==> config.mk <==
export PLATFORM = sky130hd
export DESIGN_NAME = fetch_unit_flat
export DESIGN_NICKNAME = d
export VERILOG_FILES = /design/src/rtl/cpu_types_pkg.sv /design/src/rtl/fetch_unit_if.sv /design/src/rtl/fetch_unit_ifid_reg.sv /design/src/rtl/fetch_unit.sv /design/src/flat_wrapper.sv
export SDC_FILE = /design/constraint.sdc
export NUM_CORES = 1
export LEC_CHECK = 0
export BUFFER_PORTS_ARGS = -buffer_cell sky130_fd_sc_hd__buf_2
export CAP_MARGIN = 5
export CORE_MARGIN = 2
export CORE_UTILIZATION = 45
export CTS_BUF_LIST = sky130_fd_sc_hd__clkbuf_4 sky130_fd_sc_hd__clkbuf_8
export CTS_CLUSTER_SIZE = 24
export DETAILED_ROUTE_END_ITERATION = 6
export GPL_TIMING_DRIVEN = 0
export MAX_ROUTING_LAYER = met4
export PLACE_DENSITY_LB_ADDON = 0.3
export SYNTH_ARGS = -nofsm -noshare
export SYNTH_HDL_FRONTEND = slang
export SYNTH_SLANG_ARGS = --single-unit
==> constraint.sdc <==
create_clock -name CLK -period 9.2 [get_ports CLK]
set_input_delay 1.84 -clock CLK [delete_from_list [all_inputs] [get_ports CLK]]
set_output_delay 1.84 -clock CLK [all_outputs]
set_load 0.01 [all_outputs]
==> src/rtl/cpu_types_pkg.sv <==
// Shared CPU types for the fetch stage.
// Word type, HALT encoding and fetch FSM states.
package cpu_types_pkg;

  typedef logic [31:0] word_t;

  localparam word_t HALT_INSTR = 32'hFFFF_FFFF;

  typedef enum logic {
    FETCH  = 1'b0,
    HALTED = 1'b1
  } fetch_state_t;

endpackage

==> src/rtl/fetch_unit_if.sv <==
// Instruction-memory request/response bus.
// master = fetch side, slave = memory side.
interface fetch_unit_if;
  import cpu_types_pkg::*;

  logic  imemREN;
  word_t imemaddr;
  word_t imemload;
  logic  ihit;

  modport master (
    output imemREN,
    output imemaddr,
    input  imemload,
    input  ihit
  );

  modport slave (
    input  imemREN,
    input  imemaddr,
    output imemload,
    output ihit
  );

endinterface

==> src/rtl/fetch_unit_ifid_reg.sv <==
// IF/ID holding register.
// Priority: flush, load, hold, else drain.
module ifid_reg
  import cpu_types_pkg::*;
(
  input  logic  clk,
  input  logic  rst,
  input  logic  load,
  input  logic  hold,
  input  logic  flush,
  input  word_t instr_in,
  input  word_t npc_in,
  output logic  valid,
  output word_t instr,
  output word_t npc
);

  always_ff @(posedge clk or posedge rst) begin
    if (rst) begin
      valid <= 1'b0;
      instr <= '0;
      npc   <= '0;
    end else if (flush) begin
      valid <= 1'b0;
    end else if (load) begin
      valid <= 1'b1;
      instr <= instr_in;
      npc   <= npc_in;
    end else if (!hold) begin
      valid <= 1'b0;
    end
  end

endmodule

==> src/rtl/fetch_unit.sv <==
// Instruction-fetch stage: request, next-PC,
// HALT/redirect FSM and IF/ID capture.
module fetch_unit
  import cpu_types_pkg::*;
#(
  parameter word_t PC_RESET = 32'h0000_0000,
  parameter word_t PC_INCR  = 32'd4
) (
  input  logic  CLK,
  input  logic  RST,
  input  word_t pc_curr,
  output word_t pc_next,
  output logic  pc_en,
  fetch_unit_if.master imem,
  input  logic  stall,
  input  logic  redirect_valid,
  input  word_t redirect_pc,
  output logic  ifid_valid,
  output word_t ifid_instr,
  output word_t ifid_npc,
  output logic  halted,
  output logic [31:0] fetch_count
);

  fetch_state_t state;
  word_t pc_inc;
  logic  hold;
  logic  accept;
  logic  is_halt;

  assign pc_inc  = pc_curr + PC_INCR;
  assign hold    = stall && ifid_valid;
  assign is_halt = (imem.imemload == HALT_INSTR);

  assign imem.imemaddr = pc_curr;
  // Gated by RST so a late response during reset is ignored.
  assign imem.imemREN  = !RST && (state == FETCH)
                      && !redirect_valid && !hold;
  assign accept = imem.imemREN && imem.ihit;

  always_comb begin
    pc_en   = 1'b0;
    pc_next = pc_inc;
    if (RST) begin
      pc_next = PC_RESET;
    end else if (redirect_valid) begin
      pc_en   = 1'b1;
      pc_next = redirect_pc;
    end else if (accept && !is_halt) begin
      pc_en   = 1'b1;
    end
  end

  always_ff @(posedge CLK or posedge RST) begin
    if (RST) begin
      state       <= FETCH;
      halted      <= 1'b0;
      fetch_count <= '0;
    end else if (redirect_valid) begin
      state  <= FETCH;
      halted <= 1'b0;
    end else if (accept) begin
      fetch_count <= fetch_count + 32'd1;
      if (is_halt) begin
        state  <= HALTED;
        halted <= 1'b1;
      end
    end
  end

  ifid_reg u_ifid (
    .clk      (CLK),
    .rst      (RST),
    .load     (accept),
    .hold     (hold),
    .flush    (redirect_valid),
    .instr_in (imem.imemload),
    .npc_in   (pc_inc),
    .valid    (ifid_valid),
    .instr    (ifid_instr),
    .npc      (ifid_npc)
  );

endmodule

==> src/flat_wrapper.sv <==
// flat-port wrapper written by rule: the top's interface ports become plain ports
module fetch_unit_flat import cpu_types_pkg::*;
#(
  parameter word_t PC_RESET = 32'h0000_0000,
  parameter word_t PC_INCR  = 32'd4
)
  (CLK, RST, pc_curr, pc_next, pc_en, stall, redirect_valid, redirect_pc, ifid_valid, ifid_instr, ifid_npc, halted, fetch_count, imem_imemREN, imem_imemaddr, imem_imemload, imem_ihit);
  fetch_unit_if imem_i ();
  input  logic CLK;
  input  logic RST;
  input  word_t pc_curr;
  output word_t pc_next;
  output logic pc_en;
  input  logic stall;
  input  logic redirect_valid;
  input  word_t redirect_pc;
  output logic ifid_valid;
  output word_t ifid_instr;
  output word_t ifid_npc;
  output logic halted;
  output logic [31:0] fetch_count;
  output wire logic [$bits(imem_i.imemREN)-1:0] imem_imemREN;
  output wire logic [$bits(imem_i.imemaddr)-1:0] imem_imemaddr;
  input wire logic [$bits(imem_i.imemload)-1:0] imem_imemload;
  input wire logic [$bits(imem_i.ihit)-1:0] imem_ihit;
  assign imem_imemREN = imem_i.imemREN;
  assign imem_imemaddr = imem_i.imemaddr;
  assign imem_i.imemload = imem_imemload;
  assign imem_i.ihit = imem_ihit;
  fetch_unit #(.PC_RESET(PC_RESET), .PC_INCR(PC_INCR)) u_core (.CLK(CLK), .RST(RST), .pc_curr(pc_curr), .pc_next(pc_next), .pc_en(pc_en), .imem(imem_i), .stall(stall), .redirect_valid(redirect_valid), .redirect_pc(redirect_pc), .ifid_valid(ifid_valid), .ifid_instr(ifid_instr), .ifid_npc(ifid_npc), .halted(halted), .fetch_count(fetch_count));
endmodule
======== Word level (Yosys, flattened, before mapping) ========
Cells that the tools add are included.
Widths: inputs -> output; s select.
word-level totals
  bits in registers ....................... 98
  word-level logic and storage cells ...... 36
  output and inout bits ................... 164
cells by class
  $add $sub $neg .......................... 2
  bitwise operators ....................... 2
  reductions and logical operators ........ 14
  eq/ne operators ......................... 2
  muxes and demuxes ....................... 11
operators by type and width
  kind                   number
  $mux 32                2
  $add 32x1->32 const B  1
  $add 32x3->32 const B  1
  $eq 32x32->1 const B   1
  $mux 1                 9
  $logic_and 1x1->1      6
  $logic_not 1->1        4
  $reduce_and 2->1       2
  $reduce_bool 2->1      2
  $ne 3x3->1 const B     1
  $not 1->1              2

======== Logic depth before layout (Yosys ltp) ========
  depth after elaboration ................. 9
  mapped depth ............................ 7

======== Cells and area by module ========
From an unflattened synthesis, not the netlist that was laid out.
unflattened totals
  cell total of the unflattened synthesis .. 532
  area, all modules ....................... 5924.4 um^2
modules (own cells, without submodules)
  module      sequential area each (um^2)  area each (um^2)  instances  cells an instance
  fetch_unit  825.8                        3185.6            1          392
  ifid_reg    1626.6                       2738.9            1          140

======== Worst setup path before layout ========
OpenSTA, ideal clock, no wires.
  path type ............................... in2out
  from .................................... input RST
  to ...................................... output pc_next[11]
  stages on the path ...................... 3
  arrival ................................. 5465 ps
  path slack .............................. 1895 ps
  cells stage by stage .................... inv_1 > clkbuf_1 > o211a_1
on the way
  longest elaborated chain between the ends .. 1
ends and longest elaborated chain
  what             line                RTL
  start, declared  flat_wrapper.sv:10  input logic RST;
  $mux 32          fetch_unit.sv:44    if (RST) begin
  end, declared    flat_wrapper.sv:12  output word_t pc_next;
Every way passes these cells.

======== Worst setup path in the final report ========
  from .................................... input pc_curr[2]
  to ...................................... output pc_next[20]
on the way
  longest elaborated chain between the ends .. 3
ends and longest elaborated chain
  what             line                RTL
  start, declared  flat_wrapper.sv:11  input word_t pc_curr;
  $add 32x3->32    fetch_unit.sv:31    assign pc_inc = pc_curr + PC_INCR;
  $mux 32          fetch_unit.sv:46    end else if (redirect_valid) begin
  $mux 32          fetch_unit.sv:44
Every way passes these cells.

==> metrics.cfg <==
[grt]
grt_max_degree = 68
gr-total-overflow = 0
antenna_found_initial = 0
gr-usage-all-layers_pct = 25.69
grt_pass1_vias = 5030
grt_pass1_wl_um = 25180

[placed_design]
detailedPlace.worstSlack_ns = 3.361
placed_cell_area_mm2 = 0.006739
finalWeightedCongestion = 0.9272
port_buffers = 264
dp_hpwl_um = 12590

[synth]
share_of_flip_flops_with_an_asynchronous_set_or_reset_pct = 100.0
synth_cell_type_count = 34
register_area_share_after_synthesis_pct = 47.09
mappedNetlistArea_mm2 = 0.005207
synth-edff-count = 0
cells_after_synth = 509
synth.avg_cell_area_um2 = 10.23
yosysMostFrequentCell = sky130_fd_sc_hd__dfrtp_1
yosys_register_bits = 98
synth_top_area_cell = sky130_fd_sc_hd__dfrtp_1
synthTopCellsByCount = sky130_fd_sc_hd__dfrtp_1 (98), sky130_fd_sc_hd__nand2_1 (60), sky130_fd_sc_hd__xnor2_1 (40)
synth_ff_type = sky130_fd_sc_hd__dfrtp_1
synthDominantCellAreaShare_pct = 47.09
yosysWarnings = 0
postSynthNetCount = 612
netlist_top_cells_area = sky130_fd_sc_hd__dfrtp_1 (47%), sky130_fd_sc_hd__mux2_2 (8.4%), sky130_fd_sc_hd__xnor2_1 (6.7%)

[cells_and_area]
post_route_cells_drive_above_1_share_pct = 46.58
multi_input_comb_area_mm2 = 0.002400
antenna_cells = 0
num-fill-cells = 997
sequential_cell_area_mm2 = 0.002452
nNetsFinal = 888
final_area_mm2 = 0.006987
layout.core_utilization_pct = 61.45
area_growth_syn_to_layout_pct = 34.17

[sta]
max_slew.worst_pin.slew_ns = 0.9252
final.hold.worst_slack_ns = 0.4763
fmax_mhz = 169.0
timing.final.crit_share_pct = 64.33
final.setup.tns_ns = 0
final_period_minus_worst_setup_slack_ns = 5.918
clock_skew_ns = 0.01161
post-route-worst-setup-slack_ns = 3.282
finalHoldViolCount = 0
slew_headroom_pct = 37.85
grt_setup_unrepaired = no
final-max-slew-violation-count = 0
setup_viol = 0

[critical_path]
data_arrival_time_of_the_critical_path_ns = 4.08
type_of_destination_of_the_critical_path = primary output
required_ns = 7.36
path_max_fanout = 6
setup.worst_path.start_class = input port
worstSetupPathType = in2out

[route]
wl_um = 15820
final_antenna_net_count = 0
total_via_count_in_the_routed_design = 4898
route.detailed.vias_per_inst = 5.250
wl_per_cell_um = 16.95
drt-pass1-iter-count = 4
detail_route.drc_violations = 0
drt_iter0_drc = 325

[job]
maxCapViolations = 0

[power]
powerDensity_mw_per_mm2 = 168.0
ir_worst_vdd_mv = 0.1030
power_leakage_nw = 3.635

[cts]
clock_tree.root_cell = sky130_fd_sc_hd__clkbuf_8
cts.sinks = 98
cts_buffer_depth = 2
cts_post_setup_buffers_inserted = 0
cts_made_buffers = 9
clk-insertion-delay-late_ns = 0.37
tritoncts = yes
cts_repair_resize_count = 0
htree_num_levels = 3
cts_hold_buffers = 0
clk_pin_slew_worst_setup_hold_paths_ns = 0.11

[outcome]
status = finished clean

[floorplanning]
die_width_um = 111.6
start_util_pct = 45.80
fp.dieArea_mm2 = 0.01245
die_h_um = 111.6
placement_rows = 39
ios = 265
placeableCoreArea_mm2 = 0.01137

[min_path]
hp-class = reg2reg

-- routing by layer --
| layer | GRT usage (%) | vias to the layer above | part of all wire (%) |
|---|---|---|---|
| met5 | - | - | 0 |
| met4 | 8.889 | 0 | 2.5 |
| met3 | 3.321 | 31 | 6.8 |
| met2 | 43.01 | 246 | 48 |
| met1 | 32.37 | 2325 | 42 |
| li1 | - | 2296 | - |
-- critical path, stage by stage --
cell                       delay (ns)
sky130_fd_sc_hd__buf_2           0.14
sky130_fd_sc_hd__ha_1            0.25
sky130_fd_sc_hd__nand4_2         0.21
sky130_fd_sc_hd__nor4_1          0.84
sky130_fd_sc_hd__nand4_1         0.20
sky130_fd_sc_hd__xor2_1          0.20
sky130_fd_sc_hd__a211oi_1        0.22
sky130_fd_sc_hd__buf_2           0.17
-- cell usage in the layout, fill, tap and decap left out, drive strengths merged --
cell and instances:
nor2 35, buf 299, or4 1, mux2i 3
xor2 19, inv 10, xnor2 40, a211oi 13
nor4 8, o21ba 3, and4 8, clkbuf 29
dfrtp 98, mux2 39, a21oi 5, o21a 8
and3 13, nor3 9, nand4 24, ha 2
o211a 5, or3 1, o21ai 26, clkinv 2
nand3 23, a31oi 1, and2 2, a2111oi 1
bufinv 3, nand2 60
-- final timing paths --
path / end / startpoint / cells past startpoint / slack (ns)
setup / recovery: pc_next[20] / pc_curr[2] / 8 / 3.28
hold / removal: u_core.fetch_count[31] / u_core.fetch_count[31] / 1 / 0.48
setup reg to reg: u_core.u_ifid.instr[1] / u_core.state / 5 / 7.04
hold reg to reg: u_core.fetch_count[31] / u_core.fetch_count[31] / 1 / 0.48
max in group asynchronous: u_core.u_ifid.instr[20] / RST / 4 / 6.72
min in group asynchronous: u_core.u_ifid.npc[25] / RST / 3 / 1.76
-- where the power goes --
part           switching [mW]  internal [mW]  total, mW
Sequential             0.0424          0.494      0.537
Combinational           0.158          0.136      0.294
Clock                   0.159          0.184      0.343
Total                   0.359          0.815       1.17
-- sequential cells by signal, summed over array words and instances, names as in the netlist --
register             cells
u_core.u_ifid.valid      1
u_core.u_ifid.instr     32
u_core.state             1
u_core.fetch_count      32
u_core.u_ifid.npc       32
-- logic make-up (layout without fill, tap and decap cells) --
logic type               Yosys count  count (layout)  share of synthesized area, %
AO/OA/AOI/OAI                     62              62                         8.193
XOR/XNOR                          59              59                         9.923
AND/OR/NAND/NOR                  184             184                         18.48
buffers and inverters             62             343                         6.824
multiplexers                      42              42                         9.010
adder cells (fa/ha/maj)            2               2                        0.4805
flip-flops                        98              98                         47.09
-- per-stage QoR --
| stage | cells | power (mW) |
|---|---|---|
| 2_1_floorplan | 509 | 0.6889 |
| 3_3_place_gp | 916 | 0.8313 |
| 3_5_place_dp | 917 | 0.8414 |
| 4_1_cts | 933 | 1.185 |
| 5_1_grt | 933 | 1.234 |
| 6_report | 933 | 1.174 |
-- cell type report --
class	count	share of cell area, %
clock inverter	7	1.773
buffer	54	4.710
clock buffer	9	1.773
tap	143	2.561
multi-input combinational	349	34.35
inverter	8	0.4298
sequential	98	35.10
timing repair buffer	265	19.31
No activity file was read; power rests on OpenSTA's default activity.
